**src/rtl/ctl_pipe.sv**
```systemverilog
// ctl_pipe: multi-stage control-word pipeline register carrying a decoded
// control word from decode to execute. It adds a valid bit per stage, a
// pipeline-wide stall and flush, and a saturating bubble counter.
module ctl_pipe #(
  parameter int               WIDTH     = 8,
  parameter int               DEPTH     = 2,
  parameter logic [WIDTH-1:0] NOP_VALUE = {WIDTH{1'b0}},
  parameter int               CNT_W     = 16
) (
  input  logic             clk,
  input  logic             rst,
  input  logic             in_valid,
  input  logic [WIDTH-1:0] in_ctl,
  input  logic             stall,
  input  logic             flush,
  input  logic             cnt_clr,
  output logic             out_valid,
  output logic [WIDTH-1:0] out_ctl,
  output logic [DEPTH-1:0] stage_valid,
  output logic [CNT_W-1:0] bubble_cnt
);

  // Stage 0 is the youngest entry; stage DEPTH-1 drives the outputs.
  logic [DEPTH-1:0]            v_q, v_d;
  logic [DEPTH-1:0][WIDTH-1:0] c_q, c_d;
  logic [CNT_W-1:0]            cnt_q, cnt_d;

  // Next pipeline contents: flush beats stall, stall beats advance.
  always_comb begin
    // NOTE: every output of this block gets a default first, so no path
    // leaves a signal unassigned and no latch is inferred.
    v_d = v_q;
    c_d = c_q;
    if (flush) begin
      // Flush drops the incoming word too; every stage becomes a bubble.
      v_d = '0;
      for (int i = 0; i < DEPTH; i++) begin
        c_d[i] = NOP_VALUE;
      end
    end else if (!stall) begin
      // An invalid input never captures in_ctl, keeping the invariant
      // that an invalid stage holds NOP_VALUE.
      v_d[0] = in_valid;
      c_d[0] = in_valid ? in_ctl : NOP_VALUE;
      for (int i = 1; i < DEPTH; i++) begin
        v_d[i] = v_q[i-1];
        c_d[i] = c_q[i-1];
      end
    end
  end

  // Next bubble count: clear wins, otherwise saturating increment on a bubble.
  always_comb begin
    cnt_d = cnt_q;
    if (cnt_clr) begin
      cnt_d = '0;
    end else if (!v_q[DEPTH-1] && (cnt_q != {CNT_W{1'b1}})) begin
      cnt_d = cnt_q + {{(CNT_W-1){1'b0}}, 1'b1};
    end
  end

  // Pipeline stage registers with asynchronous reset to the bubble encoding.
  always_ff @(posedge clk or posedge rst) begin
    // NOTE: sequential state uses non-blocking assignments so every stage
    // samples the pre-edge value of its predecessor.
    if (rst) begin
      // NOTE: the control words are reset along with the valid bits because
      // consumers may decode out_ctl directly and must see NOP_VALUE.
      v_q <= '0;
      for (int i = 0; i < DEPTH; i++) begin
        c_q[i] <= NOP_VALUE;
      end
    end else begin
      v_q <= v_d;
      c_q <= c_d;
    end
  end

  // Bubble counter register.
  always_ff @(posedge clk or posedge rst) begin
    if (rst) begin
      cnt_q <= '0;
    end else begin
      cnt_q <= cnt_d;
    end
  end

  // Outputs come straight from the registers.
  assign out_valid   = v_q[DEPTH-1];
  assign out_ctl     = c_q[DEPTH-1];
  assign stage_valid = v_q;
  assign bubble_cnt  = cnt_q;

endmodule

```
**config.mk**
```make
export PLATFORM = sky130hd
export DESIGN_NAME = ctl_pipe
export DESIGN_NICKNAME = d
export VERILOG_FILES = /design/src/rtl/ctl_pipe.sv
export SDC_FILE = /design/constraint.sdc
export NUM_CORES = 1
export LEC_CHECK = 0
export CAP_MARGIN = 30
export CELL_PAD_IN_SITES_DETAIL_PLACEMENT = 0
export CELL_PAD_IN_SITES_GLOBAL_PLACEMENT = 2
export CORE_MARGIN = 3
export CORE_UTILIZATION = 32
export DETAILED_ROUTE_END_ITERATION = 10
export GPL_TIMING_DRIVEN = 0
export PLACE_DENSITY = 0.95
export SLEW_MARGIN = 0
export SYNTH_ARGS = -nofsm -noshare
export SYNTH_HDL_FRONTEND = slang
export SYNTH_SLANG_ARGS = --single-unit
```
**constraint.sdc**
```tcl
create_clock -name clk -period 3 [get_ports clk]
set_clock_uncertainty 0.05 [all_clocks]
set_input_delay 0.45 -clock clk [delete_from_list [all_inputs] [get_ports clk]]
set_output_delay 0.45 -clock clk [all_outputs]
set_load 0.01 [all_outputs]
```
==> summary.txt <==
Drt
  – Routed WL per cell: 13.1 um
  – Vias/cell: 4.91
  – DRT iter0 DRCs: 50
  – Via count: 1479
  – Drt drc: 0
  – TritonRoute pass-1 iters: 4
  – Routed Antenna Nets: 0
  – Final WL: 3930 um

Synth
  – Synth Warn #: 0
  – Synth Area in XOR/XNOR: 0
  – Synth Area in Compound Gates: 0.110
  – Most frequent cell after synthesis: dfrtp_1
  – Most instantiated cells after synthesis: dfrtp_1 (34), nor2_1 (33), a21oi_1 (20), nand2_1 (13), mux2i_1 (11)
  – Simple-gate share of the synthesized area: 0.248
  – Syn Std Cell Area: 0.00173 mm2
  – Synth Area in Adders: 0.00723
  – Mux contribution to synthesized area: 0.0766
  – Mapped Nets: 201
  – Largest family of logic cells by synthesized area: simple AND/OR/NAND/NOR gates
  – Top-area cell type share of the netlist area: 0.491
  – Post-synth ARST share: 1.00
  – Cell count after synthesis: 186
  – Synth area leader: dfrtp_1
  – Avg Inst Size Synth: 9.31 um2
  – Post-synth cell types: 31
  – Post-synth EDFFs: 0
  – Yosys reg bits: 34
  – Seq/Total Area, Yosys: 0.491
  – Largest cells by area after synthesis: dfrtp_1 (49%), nor2_1 (7.2%), mux2i_1 (6.4%)
  – Top_reg_cell synth: dfrtp_1

Run status
  – Status: finished clean

STA
  – Fin crit share: 0.686
  – Fmax: 486 MHz
  – Hold_ws: 0.452 ns
  – RSZ-0062 raised after global routing: no
  – Worst Tran Pin Value: 0.786 ns
  – Setup TNS: 0 ns
  – Min cycle time layout: 2.06 ns
  – Rel. slew slack: 0.472
  – Endpoints failing hold: 0
  – Final worst slack: 0.942 ns
  – Setup violators final: 0
  – Max-slew violations: 0

Placement
  – RD Place Congestion: 0.785
  – Pre-CTS setup slack: 0.955 ns
  – Placed cell area: 0.00221 mm2
  – IO buf count: 36
  – Detail Placement HPWL: 2840 um

Run
  – Max Cap Viol: 0

Power
  – Clock share of power: 0.417
  – Lkg Pwr: 0.981 nW
  – Gate power share: 0.100
  – Sequential Power Share: 0.483
  – Power Density: 429 mW/mm2
  – Switching share of power: 0.228
  – Internal power: 0.766 mW
  – Worst IR Drop VDD: 0.000173 V
  – Switching Power: 0.227 mW
  – PnR Total Power: 0.993 mW

Floorplanning
  – Initial Util: 0.335
  – Row count: 26
  – Die Wd: 79.6 um
  – # IOs: 41
  – Die H: 79.6 um
  – Core footprint: 0.00517 mm2
  – Die area: 0.00633 mm2

Clocking
  – Hold_buf cts: 0
  – Clock-pin slew on the worst setup and hold paths: 0.07 ns
  – CTS tree: built
  – Latest clock arrival within the worst-skew pair: 0.28 ns
  – Clk sinks: 34
  – TritonCTS buffer count: 5
  – Post-CTS sizing: 0
  – Longest Clk Path Bufs: 2
  – Htree depth: 2
  – Postcts setup bufs: 0
  – Root cell of the clock tree: clkbuf_8

Critical path
  – CP max FO: 10
  – Required @ worst endpoint: 3.12 ns
  – Setup Crit Path Kind: reg -> reg
  – Reg2reg end: bubble_cnt[3]
  – Type of origin of the critical path: register
  – Setup crit end: bubble_cnt[3]
  – Worst reg2reg path depth: 5
  – Worst Path Arrival: 2.17 ns
  – Crit. Startpoint: bubble_cnt[0]
  – Worst setup EP type: register
  – Reg2reg start: bubble_cnt[0]
  – Worst R2R Setup Slack: 0.94 ns

Layout
  – Area Growth Syn to Fin: 33.6%
  – Post-route cell area: 0.00231 mm2
  – Layout cells sized above 1: 0.0952
  – Ant. Diodes: 0
  – Final #Nets: 245

Global routing
  – Pin count of the biggest net entering global routing: 25
  – Vias in the first global route: 1424
  – First-pass GRT wire length: 6850 um
  – GRT overflow: 0
  – All-Layer GR Usage: 0.138
  – Initial antenna violation count: 0

Hold path
  – Min-Delay Path Class: in -> async
[cells in the final DEF, fill, tap and decap left out, drive strengths merged]
cell type / instances
clkdlybuf4s50: 36
nand3b: 1
dfrtp: 34
buf: 11
and4: 1
nor3b: 2
a21oi: 20
ha: 1
nand3: 5
nor4: 5
clkbuf: 14
bufinv: 1
o31ai: 5
mux2i: 11
or3: 6
o21ba: 1
nor2: 33
or4: 5
nand2: 13
nand2b: 3
o21ai: 5
mux2: 2
o31a: 1
nor3: 3
nand4: 3
a311oi: 1
inv: 5
nor2b: 3
[stage by stage]
step            util  std cells
4_1_cts        0.447        301
2_1_floorplan      -        186
5_1_grt        0.447        301
3_3_place_gp   0.421        292
3_5_place_dp   0.427        293
6_report       0.447        301
[power by group through the flow]
| stage | registers (mW) | clock network, mW | logic [mW] |
|---|---|---|---|
| 5_1_grt | 0.482 | 0.448 | 0.112 |
| 2_1_floorplan | 0.488 | 0 | 0.0530 |
| 6_report | 0.480 | 0.414 | 0.0989 |
| 4_1_cts | 0.480 | 0.426 | 0.102 |
| 3_3_place_gp | 0.488 | 0 | 0.0957 |
| 3_5_place_dp | 0.489 | 0 | 0.101 |
[final cells by class]
cell class	instances	area, um2
fill	540	2860
multi-input combinational	130	764
clock buffer	7	76.3
timing repair buffer	37	388
inverter	5	18.8
tap	70	87.6
buffer	17	97.6
sequential	34	851
clock inverter	1	30.0
[worst min-delay path by stage]
| stage | from | to | slack (ns) | depth (start not counted) |
|---|---|---|---|---|
| 2_1_floorplan | c_q[0] | c_q[0] | 0.43 | 2 |
| 3_3_place_gp | c_q[0] | c_q[0] | 0.44 | 2 |
| 3_5_place_dp | c_q[0] | c_q[0] | 0.46 | 2 |
| 4_1_cts | rst | bubble_cnt[1] | 0.47 | 2 |
| 5_1_grt | rst | bubble_cnt[1] | 0.49 | 2 |
| 6_report | rst | bubble_cnt[1] | 0.45 | 2 |
[routing by layer]
layer,global-route usage,up-vias,part of all wire
met3,0.0316,6,0.048
met5,0,-,0
met1,0.181,703,0.47
met4,0.0619,0,0.014
li1,-,736,-
met2,0.216,34,0.46
[flip-flops by register name, indices dropped and copies added (netlist names)]
name / flops
bubble_cnt: 16
c_q: 8
out_ctl: 8
stage_valid: 2
[critical path, cell delays in order (launching register included)]
cell	delay (ns)
dfrtp_1	0.42
ha_1	0.28
nand3_1	0.11
nor4_2	0.60
nor3b_1	0.14
mux2_1	0.34
[kinds of logic after synthesis]
| logic type | count (synthesis) |
|---|---|
| flops | 34 |
| buf+inv | 22 |
| simple gates | 83 |
| fa+ha+maj | 1 |
| mux | 13 |
| compound gates | 33 |
No activity file was read; power rests on OpenSTA's default activity.
